### src/rtl/logic_gates_pkg.sv
`default_nettype none
// ============================================================================
// Module  : logic_gates_pkg
// Purpose : Shared types and defaults for the basic-gate library front end.
//           Holds the debouncer state encoding and its default parameters.
// Ports   : none (package)
// Revision: 1.0 - initial release
// ============================================================================
package logic_gates_pkg;

  // Debouncer states. ST_* are settled levels, CHK_* are candidate changes
  // that are still being qualified.
  typedef enum logic [1:0] {
    ST_LOW   = 2'd0,
    CHK_HIGH = 2'd1,
    ST_HIGH  = 2'd2,
    CHK_LOW  = 2'd3
  } debounce_state_t;

  localparam int DEF_SYNC_STAGES     = 2;
  localparam int DEF_DEBOUNCE_CYCLES = 4;

endpackage : logic_gates_pkg
`default_nettype wire

### src/rtl/sync_chain.sv
`default_nettype none
// ============================================================================
// Module  : sync_chain
// Purpose : Single-bit synchroniser, a chain of STAGES reset-to-0 flops.
//           Reusable for any raw asynchronous input.
// Ports   : clk   - clock
//           rst_n - asynchronous active-low reset
//           d_i   - raw asynchronous input bit
//           q_o   - synchronised bit (last flop of the chain)
// Revision: 1.0 - initial release
// ============================================================================
module sync_chain #(
  parameter int STAGES = 2
) (
  input  logic clk,
  input  logic rst_n,
  input  logic d_i,
  output logic q_o
);

  logic [STAGES-1:0] sync_q;

  // Bit 0 is the metastability-exposed flop; nothing reads it directly.
  always_ff @(posedge clk or negedge rst_n) begin
    if (!rst_n) begin
      sync_q <= '0;
    end else begin
      sync_q <= {sync_q[STAGES-2:0], d_i};
    end
  end

  assign q_o = sync_q[STAGES-1];

endmodule : sync_chain
`default_nettype wire

### src/rtl/button_debouncer.sv
`default_nettype none
// ============================================================================
// Module  : button_debouncer
// Purpose : Synchronises one raw input, accepts a level change only after
//           DEBOUNCE_CYCLES consecutive agreeing samples, emits one-cycle
//           rise/fall pulses and counts accepted rises (wrapping).
// Ports   : clk        - clock
//           rst_n      - asynchronous active-low reset
//           a_raw      - raw asynchronous input
//           clr_count  - synchronous clear of rise_count (wins over a rise)
//           a_clean    - debounced level
//           rise_pulse - one cycle high after an accepted 0->1
//           fall_pulse - one cycle high after an accepted 1->0
//           rise_count - accepted rises modulo 2^COUNT_W
// Revision: 1.0 - initial release
// ============================================================================
module button_debouncer
  import logic_gates_pkg::*;
#(
  parameter int SYNC_STAGES     = DEF_SYNC_STAGES,
  parameter int DEBOUNCE_CYCLES = DEF_DEBOUNCE_CYCLES,
  parameter int COUNT_W         = 8
) (
  input  logic               clk,
  input  logic               rst_n,
  input  logic               a_raw,
  input  logic               clr_count,
  output logic               a_clean,
  output logic               rise_pulse,
  output logic               fall_pulse,
  output logic [COUNT_W-1:0] rise_count
);

  localparam int               CNT_W    = $clog2(DEBOUNCE_CYCLES + 1);
  localparam logic [CNT_W-1:0] CNT_ONE  = CNT_W'(1);
  localparam logic [CNT_W-1:0] CNT_LAST = CNT_W'(DEBOUNCE_CYCLES - 1);
  // With a single required sample a change is accepted straight from ST_*.
  localparam bit               ONE_SHOT = (DEBOUNCE_CYCLES == 1);

  logic                  s;
  debounce_state_t       state_q;
  logic [CNT_W-1:0]      cnt_q;
  logic                  a_clean_q;
  logic                  rise_q;
  logic                  fall_q;
  logic [COUNT_W-1:0]    count_q;
  logic                  accept_rise;
  logic                  accept_fall;

  sync_chain #(
    .STAGES (SYNC_STAGES)
  ) u_sync (
    .clk   (clk),
    .rst_n (rst_n),
    .d_i   (a_raw),
    .q_o   (s)
  );

  // Edges on which a change is accepted this cycle; shared by the pulse
  // registers and the rise counter so both move on the same clock.
  assign accept_rise = s  && (((state_q == ST_LOW)   && ONE_SHOT) ||
                              ((state_q == CHK_HIGH) && (cnt_q == CNT_LAST)));
  assign accept_fall = !s && (((state_q == ST_HIGH)  && ONE_SHOT) ||
                              ((state_q == CHK_LOW)  && (cnt_q == CNT_LAST)));

  always_ff @(posedge clk or negedge rst_n) begin
    if (!rst_n) begin
      state_q   <= ST_LOW;
      cnt_q     <= '0;
      a_clean_q <= 1'b0;
      rise_q    <= 1'b0;
      fall_q    <= 1'b0;
      count_q   <= '0;
    end else begin
      rise_q <= accept_rise;
      fall_q <= accept_fall;

      unique case (state_q)
        ST_LOW: begin
          if (s) begin
            if (ONE_SHOT) begin
              state_q   <= ST_HIGH;
              a_clean_q <= 1'b1;
            end else begin
              state_q <= CHK_HIGH;
              cnt_q   <= CNT_ONE;
            end
          end
        end
        CHK_HIGH: begin
          if (!s) begin
            // Bounce: fall back without touching the output.
            state_q <= ST_LOW;
            cnt_q   <= '0;
          end else if (cnt_q == CNT_LAST) begin
            state_q   <= ST_HIGH;
            cnt_q     <= '0;
            a_clean_q <= 1'b1;
          end else begin
            cnt_q <= cnt_q + CNT_ONE;
          end
        end
        ST_HIGH: begin
          if (!s) begin
            if (ONE_SHOT) begin
              state_q   <= ST_LOW;
              a_clean_q <= 1'b0;
            end else begin
              state_q <= CHK_LOW;
              cnt_q   <= CNT_ONE;
            end
          end
        end
        CHK_LOW: begin
          if (s) begin
            state_q <= ST_HIGH;
            cnt_q   <= '0;
          end else if (cnt_q == CNT_LAST) begin
            state_q   <= ST_LOW;
            cnt_q     <= '0;
            a_clean_q <= 1'b0;
          end else begin
            cnt_q <= cnt_q + CNT_ONE;
          end
        end
        default: begin
          state_q <= ST_LOW;
          cnt_q   <= '0;
        end
      endcase

      // Clear has priority over a simultaneous accepted rise.
      if (clr_count) begin
        count_q <= '0;
      end else if (accept_rise) begin
        count_q <= count_q + COUNT_W'(1);
      end
    end
  end

  assign a_clean    = a_clean_q;
  assign rise_pulse = rise_q;
  assign fall_pulse = fall_q;
  assign rise_count = count_q;

endmodule : button_debouncer
`default_nettype wire

### config.mk
export PLATFORM = sky130hd
export DESIGN_NAME = button_debouncer
export DESIGN_NICKNAME = d
export VERILOG_FILES = /design/src/rtl/logic_gates_pkg.sv /design/src/rtl/sync_chain.sv /design/src/rtl/button_debouncer.sv
export SDC_FILE = /design/constraint.sdc
export NUM_CORES = 1
export LEC_CHECK = 0
export CORE_MARGIN = 2
export CORE_UTILIZATION = 27
export DETAILED_ROUTE_END_ITERATION = 8
export SLEW_MARGIN = 10
export SYNTH_ARGS = -nofsm -noshare
export SYNTH_HDL_FRONTEND = slang
export SYNTH_SLANG_ARGS = --single-unit
### constraint.sdc
create_clock -name clk -period 1.5 [get_ports clk]
set_input_delay 0.3 -clock clk [delete_from_list [all_inputs] [get_ports clk]]
set_output_delay 0.3 -clock clk [all_outputs]
set_load 0.05 [all_outputs]
==> flow_metrics.env <==
export IMPL_outcome="complete, no violations"
export IMPL_root_buffer="clkbuf_4"
export IMPL_comb_power_share_pct=31.8
export IMPL_crit_path_start_kind="register"
export IMPL_netlist_top_cell_by_area="dfrtp_1"
export IMPL_power_sequential_fraction_pct=45.4
export IMPL_rows=20
export IMPL_yosysWarningCount=0
export IMPL_timing_critical_path_buf_inv=0
export IMPL_cts_buffers=3
export IMPL_report_final_slew_viol_count=0
export IMPL_total_power_uw=1318
export IMPL_syn_to_final_growth_pct=53.86
export IMPL_postRouteWirelength_um=1772
export IMPL_timing_clock_skew_ns=0.006025
export IMPL_synth_async_sr_flop_share_pct=100.0
export IMPL_p_per_area_nw_per_um2=996.5
export IMPL_drv_cap=0
export IMPL_timing_critical_path_required_ns=1.68
export IMPL_syn_avg_cell_area_sq_um=10.61
export IMPL_multi_input_comb_area_sq_um=446.7
export IMPL_htreeDepth=1
export IMPL_wire_length_of_the_first_global_routing_pass_um=2953
export IMPL_final_setup_tns_ns=0
export IMPL_crit_path_dat_ns=1.66
export IMPL_detail_route_antenna_nets=0
export IMPL_crit_slowest_cell="dfrtp_1"
export IMPL_port_buffer_count=14
export IMPL_clock_path_buffers=2
export IMPL_irDropWorstVdd_v=0.0004105
export IMPL_area_sequential_sq_um=455.4
export IMPL_crit_path_max_fanout=5
export IMPL_synth_edff_count=0
export IMPL_grt_pass1_vias=710
export IMPL_die_area_sq_um=3651
export IMPL_gp_congestion=0.6600
export IMPL_postSynth_topFlopCell="dfrtp_1"
export IMPL_holdCritPathClass="in2async"
export IMPL_max_slew_worst_pin_slew_ns=0.4026
export IMPL_r2r_slack_ns=0.02
export IMPL_detailedRoute_firstIterationViolations=14
export IMPL_yosys_cell_count_top_type="dfrtp_1"
export IMPL_power_switching_uw=410.4
export IMPL_dieWidth_um=60.43
export IMPL_via_count=688
export IMPL_crit_path_end_kind="register"
export IMPL_synth_yosys_seq_area_share_pct=52.40
export IMPL_synth_distinct_cells=28
export IMPL_route_detailed_drc=0
export IMPL_power_clock_fraction_pct=22.8
export IMPL_hold_violations=0
export IMPL_post_cts_setup_buffer_count=0
export IMPL_avgViaCountPerCell=4.587
export IMPL_drt_pre_antenna_iters=4
export IMPL_synthesis_area_sq_um=859.6
export IMPL_core_sq_um=3053
export IMPL_groute_usage_overall_pct=11.32
export IMPL_pin_count_of_the_biggest_net_entering_global_routing=19
export IMPL_critical_path_class="reg2reg"
export IMPL_synth_top_area_share_pct=52.40
export IMPL_clock_insertion_delay_worst_skew_ns=0.29
export IMPL_start_util_pct=28.16
export IMPL_synthesis_nets=87
export IMPL_worst_r2r_cell_count=4
export IMPL_grt_remaining_overflow=0
export IMPL_max_stage_delay_ns=0.41
export IMPL_tritoncts_num_sinks=18
export IMPL_synth_area_leaders="dfrtp_1 (52%), mux2_2 (5.2%), nor2b_1 (3.6%), a21oi_1 (2.9%), ha_1 (2.9%)"
export IMPL_clock_tree_from_tritoncts="yes"
export IMPL_n_antenna_cell=0
export IMPL_rsz0062_at_grt="yes"
export IMPL_post_synth_inst_count=81
export IMPL_timing_critical_path_max_delay_family="simple AND/OR/NAND/NOR gates"
export IMPL_layout_drive_gt1_share_pct=39.62
export IMPL_initial_antenna_violation_count=0
export IMPL_die_y_um=60.43
export IMPL_detailedPlacementHpwl_um=1244
export IMPL_clkTransAtPathRegs_ns=0.11
export IMPL_final_setup_viol_count=0
export IMPL_number_of_top_level_design_ports=15
export IMPL_fmax_mhz=676.2
export IMPL_ys_ff_latch=18
export IMPL_critical_path_reg2reg_startpoint="cnt_q[0]"
export IMPL_synth_commonest_cells="dfrtp_1 (18), nand2_1 (6), nor2_1 (6)"
export IMPL_fillers=307
export IMPL_detail_route_wl_per_cell_um=11.81
export IMPL_max_slew_margin_rel_pct=73.07
export IMPL_critical_path_cell_chain="ha_4, nand3b_4, nor4_2, mux2_2"
export IMPL_leakagePower_uw=0.0005423
export IMPL_critical_path_reg2reg_endpoint="rise_count[7]"
export IMPL_fin_crit_ns=1.479
export IMPL_cts_hold_repair_buffers=0
export IMPL_finish_net_count=113
export IMPL_power_internal_uw=907.5
export IMPL_final_period_utilization_pct=98.59
export IMPL_sw_frac_of_total_pct=31.14
-- area by class of cell --
class	instances	share of cell area [%]
clock buffer	4	2.744
inverter	3	0.8515
multi-input combinational	58	33.77
sequential	18	34.44
tap	44	4.163
timing repair buffer	23	24.03
-- per-stage QoR --
stage / utilization [%] / hold WS (ns) / cell area (sq um) / std cells / setup WS (ns)
detailed placement: 40.41 / 0.3462 / 1234 / 145 / -0.01562
global placement: 40.41 / 0.3329 / 1234 / 145 / -0.02365
finish: 43.32 / 0.3210 / 1323 / 150 / 0.02112
floorplan: - / 0.004409 / 877.1 / 81 / 0.004658
global route: 43.32 / 0.3515 / 1323 / 150 / -0.08846
CTS: 41.80 / 0.3283 / 1276 / 149 / -0.03148
-- how the worst max path moves through the flow --
stage	startpoint	slack, ns	depth (start not counted)	to
floorplan	rise_count[1]	0.005	4	rise_count[6]
global placement	cnt_q[0]	-0.02	4	rise_count[6]
detailed placement	cnt_q[0]	-0.02	4	rise_count[6]
CTS	cnt_q[0]	-0.03	4	rise_count[5]
global route	register	-0.09	3	rise_count[7]
finish	cnt_q[0]	0.02	4	rise_count[7]
-- layout by cell type, fill, tap and decap left out, types with 2 or more instances in the layout --
cell	netlist	routed
mux2_2	4	4
nor2b_1	5	5
a21oi_1	5	4
o21a_1	2	2
inv_1	3	2
nand2_1	6	6
nand2b_1	2	2
dfrtp_2	0	4
or4_1	2	2
dfrtp_1	18	14
o21ai_0	5	5
nor2_1	6	6
ha_4	0	2
o31ai_1	2	2
clkbuf_4	0	3
nor4_2	0	4
buf_4	1	9
and3b_1	2	2
buf_12	0	11
clkdlybuf4s50_1	0	3
-- cells by family after synthesis --
group	synth area share (%)
AOI/OAI and AO/OA	10.33
adders and majority gates	2.911
muxes	5.240
buffers and inverters	3.202
DFF	52.40
and+or+nand+nor	24.89
xor gates and xnor gates	1.019
-- metal layers --
layer / GRT usage [%] / vias to the layer above / share of wire [%]
li1: - / 340 / -
met1: 12.32 / 331 / 44
met2: 19.10 / 15 / 51
met3: 2.772 / 2 / 3.3
met4: 8.385 / 0 / 1.5
met5: 0 / - / 0
-- power groups by stage --
stage	Sequential, uW	Combinational [uW]	Clock [uW]
2_1_floorplan	624	192	0
3_3_place_gp	590	381	0
3_5_place_dp	591	395	0
4_1_cts	582	397	310
5_1_grt	606	473	332
6_report	599	419	300
-- repair_timing --
item	4_1_cts	5_1_grt
hold endpoints to repair	0	0
pin swaps	0	2
endpoints found under the setup margin	3	7
resized for setup	1	6
cloned	0	1
-- registers in the layout, summed over array words and instances (netlist names), named ones only --
| signal | cells |
|---|---|
| rise_pulse | 1 |
| a_clean | 1 |
| cnt_q | 3 |
| u_sync.sync_q | 2 |
| rise_count | 8 |
| fall_pulse | 1 |
| state_q | 1 |
Power figures use the tool's default switching activity.
